`src/rtl/am_lock_engine.sv`:
```
// Alignment-marker lock engine: finds the per-lane AM, tracks its period,
// checks BIP3 across each period and optionally replaces locked AMs with idles.
module am_lock_engine #(
  parameter int NB_CODED_BLOCK   = 66,
  parameter int N_ALIGNER        = 20,
  parameter int NB_LANE_ID       = $clog2(N_ALIGNER),
  parameter int AM_PERIOD        = 16384,
  parameter int NB_ERROR_COUNTER = 32,
  parameter int NB_THR           = 5
) (
  input  logic                        i_clock,
  input  logic                        i_reset,
  input  logic                        i_enable,
  input  logic                        i_valid,
  input  logic                        i_block_lock,
  input  logic [NB_CODED_BLOCK-1:0]   i_data,
  input  logic [N_ALIGNER*48-1:0]     i_am_table,
  input  logic [NB_THR-1:0]           i_valid_am_thr,
  input  logic [NB_THR-1:0]           i_invalid_am_thr,
  input  logic                        i_am_replace,
  output logic                        o_valid,
  output logic [NB_CODED_BLOCK-1:0]   o_data,
  output logic [NB_LANE_ID-1:0]       o_lane_id,
  output logic                        o_am_lock,
  output logic                        o_start_of_lane,
  output logic                        o_resync,
  output logic                        o_bip_error,
  output logic [NB_ERROR_COUNTER-1:0] o_error_counter
);

  // i_valid && i_enable qualifies each input block; there is no backpressure,
  // and o_valid qualifies o_data exactly one clock after the source block.

  localparam int NB_CNT = (AM_PERIOD > 1) ? $clog2(AM_PERIOD) : 1;
  localparam logic [NB_CNT-1:0] CNT_LAST = NB_CNT'(AM_PERIOD - 1);
  localparam logic [NB_CODED_BLOCK-1:0] IDLE_BLOCK = NB_CODED_BLOCK'({2'b10, 8'h1E, 56'h0});

  typedef enum logic [1:0] {
    ST_SEARCH  = 2'd0,
    ST_CONFIRM = 2'd1,
    ST_LOCKED  = 2'd2
  } state_t;

  state_t                      state, state_n;
  logic [NB_CNT-1:0]           cnt, cnt_n;
  logic [NB_LANE_ID-1:0]       lane, lane_n;
  logic [NB_THR-1:0]           vcnt, vcnt_n, icnt, icnt_n;
  logic [NB_THR-1:0]           vcnt_inc, icnt_inc, vthr_eff, ithr_eff;
  logic [7:0]                  acc, acc_n, blk_bip;
  logic [NB_ERROR_COUNTER-1:0] err_cnt, err_n;
  logic                        sol_n, resync_n, bip_err_n, replace;
  logic                        adv, slot0, match_any, match_lane;
  logic [NB_LANE_ID-1:0]       match_idx;

  function automatic logic [7:0] bip_contrib(input logic [NB_CODED_BLOCK-1:0] d);
    logic [7:0] b;
    b = '0;
    for (int j = 0; j < 64; j++) begin
      b[j[2:0]] = b[j[2:0]] ^ d[j];
    end
    b[3] = b[3] ^ d[64];
    b[4] = b[4] ^ d[65];
    return b;
  endfunction

  assign adv      = i_valid & i_enable;
  assign slot0    = (cnt == '0);
  assign blk_bip  = bip_contrib(i_data);
  assign vcnt_inc = vcnt + NB_THR'(1);
  assign icnt_inc = icnt + NB_THR'(1);
  assign vthr_eff = (i_valid_am_thr == '0) ? NB_THR'(1) : i_valid_am_thr;
  assign ithr_eff = (i_invalid_am_thr == '0) ? NB_THR'(1) : i_invalid_am_thr;

  // Descending scan so the lowest matching entry overrides the others.
  always_comb begin
    match_any = 1'b0;
    match_idx = '0;
    for (int k = N_ALIGNER - 1; k >= 0; k--) begin
      if (i_data[65:64] == 2'b10 &&
          {i_data[63:40], i_data[31:8]} == i_am_table[48*k +: 48]) begin
        match_any = 1'b1;
        match_idx = NB_LANE_ID'(k);
      end
    end
  end

  assign match_lane = match_any && (match_idx == lane);

  always_comb begin
    state_n   = state;
    cnt_n     = cnt;
    lane_n    = lane;
    vcnt_n    = vcnt;
    icnt_n    = icnt;
    acc_n     = acc;
    err_n     = err_cnt;
    sol_n     = 1'b0;
    resync_n  = 1'b0;
    bip_err_n = 1'b0;
    replace   = 1'b0;
    if (!i_block_lock) begin
      state_n  = ST_SEARCH;
      cnt_n    = '0;
      lane_n   = '0;
      vcnt_n   = '0;
      icnt_n   = '0;
      resync_n = (state != ST_SEARCH);
      if (adv) acc_n = acc ^ blk_bip;
    end else if (adv) begin
      acc_n = acc ^ blk_bip;
      cnt_n = (cnt == CNT_LAST) ? '0 : cnt + 1'b1;
      case (state)
        ST_SEARCH: begin
          cnt_n = '0;
          if (match_any) begin
            state_n = ST_CONFIRM;
            lane_n  = match_idx;
            cnt_n   = NB_CNT'(1);
            vcnt_n  = NB_THR'(1);
            acc_n   = blk_bip;
          end
        end
        ST_CONFIRM: begin
          if (slot0) begin
            acc_n = blk_bip;
            if (match_lane) begin
              vcnt_n = vcnt_inc;
              if (vcnt_inc >= vthr_eff) begin
                state_n = ST_LOCKED;
                icnt_n  = '0;
              end
            end else begin
              state_n  = ST_SEARCH;
              resync_n = 1'b1;
              lane_n   = '0;
              vcnt_n   = '0;
              cnt_n    = '0;
            end
          end
        end
        ST_LOCKED: begin
          if (slot0) begin
            // The accumulator restarts from the AM itself for the next period.
            acc_n = blk_bip;
            if (match_lane) begin
              icnt_n  = '0;
              sol_n   = 1'b1;
              replace = i_am_replace;
              if (acc != i_data[39:32]) begin
                bip_err_n = 1'b1;
                if (err_cnt != '1) err_n = err_cnt + 1'b1;
              end
            end else begin
              icnt_n = icnt_inc;
              if (icnt_inc >= ithr_eff) begin
                state_n  = ST_SEARCH;
                resync_n = 1'b1;
                lane_n   = '0;
                vcnt_n   = '0;
                icnt_n   = '0;
                cnt_n    = '0;
              end
            end
          end
        end
        default: begin
          state_n = ST_SEARCH;
          lane_n  = '0;
          cnt_n   = '0;
        end
      endcase
    end
  end

  always_ff @(posedge i_clock or negedge i_reset) begin
    if (!i_reset) begin
      state           <= ST_SEARCH;
      cnt             <= '0;
      lane            <= '0;
      vcnt            <= '0;
      icnt            <= '0;
      acc             <= '0;
      err_cnt         <= '0;
      o_valid         <= 1'b0;
      o_data          <= '0;
      o_start_of_lane <= 1'b0;
      o_resync        <= 1'b0;
      o_bip_error     <= 1'b0;
    end else begin
      state           <= state_n;
      cnt             <= cnt_n;
      lane            <= lane_n;
      vcnt            <= vcnt_n;
      icnt            <= icnt_n;
      acc             <= acc_n;
      err_cnt         <= err_n;
      o_valid         <= adv;
      o_start_of_lane <= sol_n;
      o_resync        <= resync_n;
      o_bip_error     <= bip_err_n;
      if (adv) o_data <= replace ? IDLE_BLOCK : i_data;
    end
  end

  assign o_am_lock       = (state == ST_LOCKED);
  assign o_lane_id       = lane;
  assign o_error_counter = err_cnt;

endmodule
```
`config.mk`:
```
export PLATFORM = sky130hd
export DESIGN_NAME = am_lock_engine
export DESIGN_NICKNAME = d
export VERILOG_FILES = /design/src/rtl/am_lock_engine.sv
export SDC_FILE = /design/constraint.sdc
export NUM_CORES = 1
export LEC_CHECK = 0
export ABC_AREA = 1
export BUFFER_PORTS_ARGS = -buffer_cell sky130_fd_sc_hd__buf_2
export CAP_MARGIN = 20
export CELL_PAD_IN_SITES_DETAIL_PLACEMENT = 0
export CELL_PAD_IN_SITES_GLOBAL_PLACEMENT = 2
export CORE_AREA = 2 2 452 454
export DETAILED_ROUTE_END_ITERATION = 6
export DIE_AREA = 0 0 454 456
export PLACE_DENSITY = 0.47
export SYNTH_ARGS = -nofsm -noshare
export SYNTH_HDL_FRONTEND = slang
export SYNTH_SLANG_ARGS = --single-unit
```
`constraint.sdc`:
```
create_clock -name i_clock -period 3.8 [get_ports i_clock]
set_input_delay 0.57 -clock i_clock [delete_from_list [all_inputs] [get_ports i_clock]]
set_output_delay 0.57 -clock i_clock [all_outputs]
set_load 0.01 [all_outputs]
```
==> metrics <==
status=finished with violations; violated checks=negative setup slack; Worst Tran Pin Value=1.15 ns; total core area=202000 um^2; library cells used by synthesis=58; Nets=6097; port bufs=between 1000 and 1500; layout cells sized above 1=45.5%; GRT Resource Usage Total=roughly a quarter; CP Class=in -> reg; vias per inst=4.22; EDFF count, synth=0; worst vdd ir=0.203 mV; CP Max Fanout=7; io pins=between 1000 and 1500; Crit path top cell by count=buf_4; Crit path arrival time=4.32 ns; Avg Synthesized Cell Area=6.23 um^2; Crit path largest cell delay=0.37 ns; Leakage=between 15 and 20 nW; CP Capture Type=register; Worst Skew=0.0254 ns; Die Area=207000 um^2; htree depth=4; Fin. Hold Viols=0; cts bufs inserted=17; Post-Place Cells=around 7600; Clock transition at path regs=0.07 ns; drt wl/cell=34.7 um; Post-CTS Hold Buffers=0; largest net degree at the start of global routing=80; Pins Over Slew Limit=0; Post-synth top flop=dfrtp_1; commonest non-fill, non-tap cells in the layout=buf_2, nand2_1, buf_4; commonest non-fill, non-tap cell in the layout=buf_2; dpl hpwl=236000 um; FF/Latch Area=3530 um^2; max_cap viols=0; DRT antenna net count=0; GRT Residual Overflow=0; final worst setup slack=-0.186 ns; Power Density=213 nW/um^2; Post-Syn Area=20500 um^2; Post-Layout Cell Count=slightly below 8000; FMAX=about 250 MHz; row count=165; Clock Latency Late Sink=0.46 ns; vias in the first global route=between 30000 and 40000; RSZ-0062 raised after global routing=yes; Tmin final=about 4 ns; fraction of registers with async set/reset=100%; worst min path class=in -> async; final worst path period share=105%; synth warn=0; register bit total from synthesis=141; post-synthesis instance total=approximately 3300; Layout fillers=23300; drt pass-1 iters=5; Critical Path RT=4.13 ns; Mapped Nets=4349; Die Wd=454 um; Die Y=about 460 um; Max Buffers Root-to-Sink=2; Syn-to-layout area delta=92.4%; area of the multi-input gates=roughly 17000 um^2; Max transition margin=23.7%; WL final=around 270000 um; routability cong.=~0.9; placed instance area=34800 um^2; area fraction of the dominant cell type after synthesis=17.3%; Synth area leader=nand2_1; initial core utilization=10.2%; initial antenna violation count=153; Sink Count=between 100 and 150; residual DRC count=0; CP startpoint kind=primary input; sequential element share of the synthesized area=17.2%; top area cells in the synthesized netlist=nand2_1, dfrtp_1, xor2_1, xnor2_1, o21ai_0; CTS Root Cell=clkbuf_16; via count=32800; DRT iter0 DRCs=around 2600; setup violators final=a little over 100; cell area after layout=39400 um^2; TritonCTS clock tree=done; CP max-delay cell=nand4_1; first-pass GRT wire length=338000 um
-- cell type report --
class,instances,area share [%]
clock inverter,14,0.435
tap,2672,8.48
antenna,48,0.305
sequential,141,8.95
timing repair buffer,1918,36.1
clock buffer,18,1.11
inverter,249,2.69
multi-input combinational,2709,41.9
-- sequential cells by signal, indices dropped and copies added, names as in the netlist --
signal,cells
cnt,14
o_resync,1
o_error_counter,32
o_valid,1
o_bip_error,1
o_start_of_lane,1
o_lane_id,5
o_data,66
icnt,5
acc,8
vcnt,5
state,2
-- synth_stat cells, types with 92 or more instances --
cell type and count:
a221oi_1 92, buf_2 114, dfrtp_1 141, inv_1 208
nand2_1 945, nand3_1 143, nor2_1 230, nor4_1 97
o21ai_0 285, o22ai_1 137, xnor2_1 178, xor2_1 186
-- cells by family after synthesis --
| kind of cell | Yosys count | share of synthesized area (%) |
|---|---|---|
| flip-flops | 141 | 17.2 |
| AO/OA/AOI/OAI | 679 | 21.1 |
| adder cells (fa/ha/maj) | 19 | 1.16 |
| buffers and inverters | 440 | 9.69 |
| multiplexers | 1 | 0.0489 |
| XOR/XNOR | 364 | 15.6 |
| AND/OR/NAND/NOR | 1644 | 35.2 |
-- through the flow --
step           setup TNS [ns]  hold WS [ns]  setup WS [ns]  util (%)  power (W)
4_1_cts                 -4.33         0.198        -0.0936      19.1    0.00839
3_5_place_dp          -183.77         0.460          -1.45      17.2    0.00618
5_1_grt                -31.57         0.238         -0.326      19.5    0.00877
2_1_floorplan               0         0.274          0.447         -    0.00333
3_3_place_gp          -185.95         0.460          -1.48      17.2    0.00619
6_report               -12.49         0.180         -0.186      19.5    0.00839
-- final timing paths --
path / slack (ns) / cells after the start / endpoint / start
worst max-delay path: -0.19 / 29 / o_lane_id[2] / i_data[51]
worst min register to register: 0.47 / 2 / o_data[9] / o_data[9]
min in group i_clock: 0.38 / 3 / o_data[4] / i_data[4]
worst max register to register: 0.37 / 18 / o_error_counter[2] / o_error_counter[0]
worst min-delay path: 0.18 / 1 / o_resync / i_reset
max in group asynchronous: 2.79 / 2 / o_data[31] / i_reset
-- power by group --
group / internal [W] / leakage, nW / switching [W]
Combinational: 0.00197 / 16.7 / 0.00287
Sequential: 0.00163 / 1.81 / 0.0000999
Clock: 0.00101 / 0.299 / 0.000810
-- timing repair --
action | 4_1_cts | 5_1_grt
gates resized for setup | 471 | 125
endpoints found under the setup margin | 138 | 135
cloned | 6 | 7
setup buffers | 112 | 19
endpoints found under the hold margin | 0 | 0
pin swaps | 132 | 90
-- critical path: cells and delay by family --
| family | cells | cell delay [ns] |
|---|---|---|
| buf+inv | 18 | 2.23 |
| simple gates | 8 | 1.19 |
| compound gates | 3 | 0.29 |
-- metal layers --
layer	share of wire (%)	routed length (um)	GRT usage, %	vias up
li1	-	-	-	14800
met1	41	111000	30.6	16000
met2	50	135000	44.6	1568
met3	5.0	13500	3.48	427
met4	3.7	9870	7.38	52
met5	0.12	328	0	-
(Power assumes the default switching activity.)
